--- src/rtl/dual_update.sv ---
// dual_update: serial ADMM dual update y+=x-v, g+=u-z with max-residual tracking.
// Define DUAL_UPDATE_SAT_EN to clamp results and report saturation; otherwise results wrap.
module dual_update #(
   parameter int STATE_DIM   = 12,
   parameter int CONTROL_DIM = 4,
   parameter int W           = 16
) (
   input  logic                     clk,
   input  logic                     reset,
   input  logic                     start,
   input  logic [W*STATE_DIM-1:0]   x_k,
   input  logic [W*STATE_DIM-1:0]   v_k,
   input  logic [W*STATE_DIM-1:0]   y_k,
   input  logic [W*CONTROL_DIM-1:0] u_k,
   input  logic [W*CONTROL_DIM-1:0] z_k,
   input  logic [W*CONTROL_DIM-1:0] g_k,
   output logic [W*STATE_DIM-1:0]   y_new,
   output logic [W*CONTROL_DIM-1:0] g_new,
   output logic [W-1:0]             prim_res,
   output logic                     sat_flag,
   output logic                     busy,
   output logic                     done
);
   localparam int IW = $clog2(STATE_DIM + CONTROL_DIM + 1);
   typedef enum logic [1:0] {IDLE, STATE_PASS, CTRL_PASS, FINISH} state_t;
   state_t state;
   logic [IW-1:0] idx;
   logic [W*STATE_DIM-1:0] x_r, v_r, y_r, y_buf;
   logic [W*CONTROL_DIM-1:0] u_r, z_r, g_r, g_buf, g_fin;
   logic [W-1:0] res_max, a, b, c, mag, new_max, r;
   logic [W:0] d, ad;
   logic sat_acc, sat, ctrl, last;
`ifdef DUAL_UPDATE_SAT_EN
   logic [W+1:0] s;
`else
   logic [W-1:0] s;
`endif
   always_comb begin
      ctrl = state == CTRL_PASS;
      a = ctrl ? u_r[idx*W +: W] : x_r[idx*W +: W];
      b = ctrl ? z_r[idx*W +: W] : v_r[idx*W +: W];
      c = ctrl ? g_r[idx*W +: W] : y_r[idx*W +: W];
      d = {a[W-1], a} - {b[W-1], b};
      ad = d[W] ? -d : d;
      // |d| can reach 2^W-1; clamp to the largest positive W-bit value
      mag = (ad[W] | ad[W-1]) ? {1'b0, {(W-1){1'b1}}} : ad[W-1:0];
      new_max = mag > res_max ? mag : res_max;
`ifdef DUAL_UPDATE_SAT_EN
      s = {{2{c[W-1]}}, c} + {d[W], d};
      sat = s[W+1:W-1] != {3{s[W+1]}};
      r = sat ? (s[W+1] ? {1'b1, {(W-1){1'b0}}} : {1'b0, {(W-1){1'b1}}}) : s[W-1:0];
`else
      s = c + d[W-1:0];
      sat = 1'b0;
      r = s;
`endif
      last = idx == (ctrl ? IW'(CONTROL_DIM - 1) : IW'(STATE_DIM - 1));
      g_fin = g_buf;
      g_fin[idx*W +: W] = r;
   end
   always_ff @(posedge clk) begin
      if (state == IDLE && start) begin
         x_r <= x_k;
         v_r <= v_k;
         y_r <= y_k;
         u_r <= u_k;
         z_r <= z_k;
         g_r <= g_k;
      end
      if (state == STATE_PASS) y_buf[idx*W +: W] <= r;
      if (ctrl) g_buf[idx*W +: W] <= r;
   end
   always_ff @(posedge clk) begin
      if (reset) begin
         state    <= IDLE;
         idx      <= '0;
         res_max  <= '0;
         sat_acc  <= 1'b0;
         y_new    <= '0;
         g_new    <= '0;
         prim_res <= '0;
         sat_flag <= 1'b0;
         busy     <= 1'b0;
         done     <= 1'b0;
      end else begin
         case (state)
            IDLE: begin
               done <= 1'b0;
               if (start) begin
                  res_max <= '0;
                  sat_acc <= 1'b0;
                  idx     <= '0;
                  busy    <= 1'b1;
                  state   <= STATE_PASS;
               end
            end
            STATE_PASS: begin
               res_max <= new_max;
               sat_acc <= sat_acc | sat;
               idx     <= last ? '0 : idx + 1'b1;
               if (last) state <= CTRL_PASS;
            end
            CTRL_PASS: begin
               res_max <= new_max;
               sat_acc <= sat_acc | sat;
               idx     <= last ? '0 : idx + 1'b1;
               // last element is merged directly so outputs are valid during FINISH
               if (last) begin
                  y_new    <= y_buf;
                  g_new    <= g_fin;
                  prim_res <= new_max;
                  sat_flag <= sat_acc | sat;
                  done     <= 1'b1;
                  busy     <= 1'b0;
                  state    <= FINISH;
               end
            end
            default: begin
               done  <= 1'b0;
               state <= IDLE;
            end
         endcase
      end
   end
endmodule

--- config.mk ---
export PLATFORM = sky130hd
export DESIGN_NAME = dual_update
export DESIGN_NICKNAME = d
export VERILOG_FILES = /design/src/rtl/dual_update.sv
export SDC_FILE = /design/constraint.sdc
export NUM_CORES = 2
export LEC_CHECK = 0
export ABC_AREA = 1
export CORE_AREA = 3 3 407 409
export CTS_BUF_LIST = sky130_fd_sc_hd__clkbuf_4 sky130_fd_sc_hd__clkbuf_8 sky130_fd_sc_hd__clkbuf_16
export CTS_CLUSTER_SIZE = 12
export DETAILED_ROUTE_END_ITERATION = 6
export DIE_AREA = 0 0 410 412
export PLACE_DENSITY_LB_ADDON = 0.15
export SLEW_MARGIN = 25
export SYNTH_ARGS = -nofsm -noshare
export SYNTH_HDL_FRONTEND = slang
export SYNTH_SLANG_ARGS = --single-unit
--- constraint.sdc ---
create_clock -name clk -period 17 [get_ports clk]
set_input_delay 2.55 -clock clk [delete_from_list [all_inputs] [get_ports clk]]
set_output_delay 2.55 -clock clk [all_outputs]
set_load 0.02 [all_outputs]
==> impl_metrics.toml <==
[setup_path]
endpoint_kind = "flop"
cp_slowest_stage_delay_ns = 0.67
r2r.worst_path.cells = 37
r2r_start = "idx[0]$_SDFFE_PP0P_"
critical_path_class = "flop to flop"
crit_slowest_cell = "buf_4"
cp.required_ns = 17.66
crit_fanout = 96
arrival_ns = 9.34
setup.worst_path.start = "idx[0]$_SDFFE_PP0P_"
start_kind = "flop"
critPathMostFrequentCell = "nand2_1"

[floorplanning]
io_pins = 1046
fp-row-count = 148
die-area_um2 = 169000
start_util = 0.329
core_um2 = 162000
die_h_um = 412
die_w_um = 410

[synthesis]
yosys.area.top_type = "edfxtp_1"
synth_edf_count = 1024
synth_mux_area_frac = 0
yosys.area_share.xor_xnor = 0.00410
syn_inst = 4909
synthFlopType = "edfxtp_1"
yosys.area_share.adder = 0.0143
synth-seq-cells = 1321
synthArstFlopShare = 0
synth_top_area_share = 0.575
avgSynthCellArea_um2 = 10.9
synth_compound_area_frac = 0.112
seq_area_frac_synth = 0.687
synth_most_common_cell = "nor2_1"
synthDistinctLibCells = 54
synth_commonest_cells = "nor2_1, edfxtp_1, nand2_1, o21ai_0, dfxtp_1"
yosys_warnings = 0
synthSimpleGateAreaFrac = 0.142
synth_top_family_by_area = "simple AND/OR/NAND/NOR gates"
syn_area_um2 = 53400
synth_area_leaders = "edfxtp_1, dfxtp_1, nor2_1"

[timing]
hold_violations = 0
finalCriticalPeriod_ns = 8.67
fin_ws_ns = 8.33
rsz0062_at_grt = "no"
drv_slew = 0
fmaxAchievable_mhz = 115
fin_crit_sh = 0.510
tightest_slew_ns = 1.09
worst_clock_skew_ns = 0.0338
setup_viol = 0
setup_tns_ns = 0
relSlewSlack = 0.275

[placed_design]
hpwl_um = 163000
placed_cells = 7877
gp_congestion = 0.878
numPortBuffers = 1044
dp_slack_ns = 8.36

[cells_and_area]
multi_input_comb_area_um2 = 14700
n_fill_cell = 15500
syn2layout_area_growth_pct = 32.9
nets = 6685
layout.cells.non_filler = 8219
final_layout_size_suffix_gt1_frac = 0.0653
seqCellArea_um2 = 36700
utilization = 0.437

[global_route]
gr-usage-met2 = 0.430
grt_pass1_vias = 40300
grt_use_met1 = 0.316
grt_first_pass_wirelength_um = 308000
grt_max_degree = 229
grt.busiest_layer = "met2"
grt_use_total = 0.256
met3_usage = 0.0666
antenna_found_initial = 119
grt-ovfl-total = 0

[route]
totalWireLength_um = 224000
drtPass1Iterations = 6
vias = 41700
drc_errors = 0
drt_iter0_markers = 4077
wl_per_cell_um = 27.2
viasPerCell = 5.08
ant_nets = 0

[clock_network]
clk_pin_slew_ns = 0.06
holdBufCountCts = 0
cts_tree = "done"
postCtsResizedCells = 0
clock_latency_ns = 0.79
clockBufferDepth = 3
postCtsSetupBuffers = 0
cts_made_buffers = 150
cts_root_buffer = "clkbuf_16"
cts-htree-levels = 4
cts_sinks = 1321

[pwr]
power_density_nw_per_um2 = 191
peakVddDrop_uv = 300
leakagePower_uw = 0.0253

[hold_path]
hold_depth = 2
hold_path.class = "flop to flop"
worstHoldStart = "y_buf[3]$_DFFE_PP_"

[status]
status = "finished, final reports clean"

[flow_run]
drv_cap = 0
cells in the final DEF (no fill, tap or decap), types with 71 or more instances in the layout:
master / Yosys / routed
nand2_1: 577 / 577
edfxtp_1: 1024 / 1024
diode_2: 0 / 71
o22ai_1: 110 / 110
clkdlybuf4s50_1: 0 / 1043
dfxtp_1: 297 / 292
inv_1: 215 / 210
nand3_1: 143 / 142
a21oi_1: 210 / 210
o21ai_0: 539 / 539
nor2_1: 1059 / 1053
clkbuf_16: 0 / 153
stage by stage:
| stage | area (µm²) | hold slack, ns | total power [µW] |
|---|---|---|---|
| final | 71000 | 0.455 | 13600 |
| after global routing | 71000 | 0.475 | 14400 |
| after CTS | 70800 | 0.454 | 13700 |
| after detailed placement | 66000 | 0.456 | 10500 |
| after global placement | 66000 | 0.451 | 10500 |
| after floorplan | 53500 | 0.445 | 8090 |
worst max-delay path, delay by kind of cell (launching register included):
family	cells	cell delay, ns
buffers and inverters	7	2.94
AO/OA/AOI/OAI	6	1.10
AND/OR/NAND/NOR	22	2.98
adder cells (fa/ha/maj)	2	0.73
flip-flops	1	0.49
layout make-up:
cell class,instances,share of cell area
clock inverter,63,0.00727
timing repair buffer,1106,0.155
clock buffer,208,0.0603
antenna,71,0.00250
sequential,1321,0.517
inverter,230,0.0127
multi-input combinational,3045,0.207
tap,2175,0.0383
power by group:
group / internal (µW) / total [µW] / switching [µW]
sequential: 4240 / 4400 / 164
clock: 1820 / 3170 / 1350
combinational: 1560 / 5980 / 4420
logic make-up (layout without fill, tap and decap cells):
group / Yosys count / in the layout
other cells: 1 / 73
flops: 1321 / 1321
buf+inv: 544 / 1607
compound gates: 1062 / 1062
xor+xnor: 25 / 25
simple gates: 1896 / 1896
fa+ha+maj: 60 / 60
registers in the layout (all words and copies together) (netlist names), 16 cells and up:
signal and count:
g_buf 64, y_buf 192, v_r 192, u_r 64
g_new 64, y_new 192, res_max 16, z_r 64
prim_res 16, y_r 192, x_r 192, g_r 64
worst paths after layout:
path	to	slack, ns
max	prim_res[8]$_SDFFE_PP0P_	8.33
min	y_new[3]$_SDFFE_PP0P_	0.45
max reg2reg	prim_res[8]$_SDFFE_PP0P_	8.33
min reg2reg	y_new[3]$_SDFFE_PP0P_	0.45
layer usage:
layer,share of wire,vias to the layer above
met3,0.076,391
met5,0.0012,-
met1,0.40,20400
li1,-,19200
met2,0.49,1754
met4,0.035,40
(Power assumes the default switching activity.)
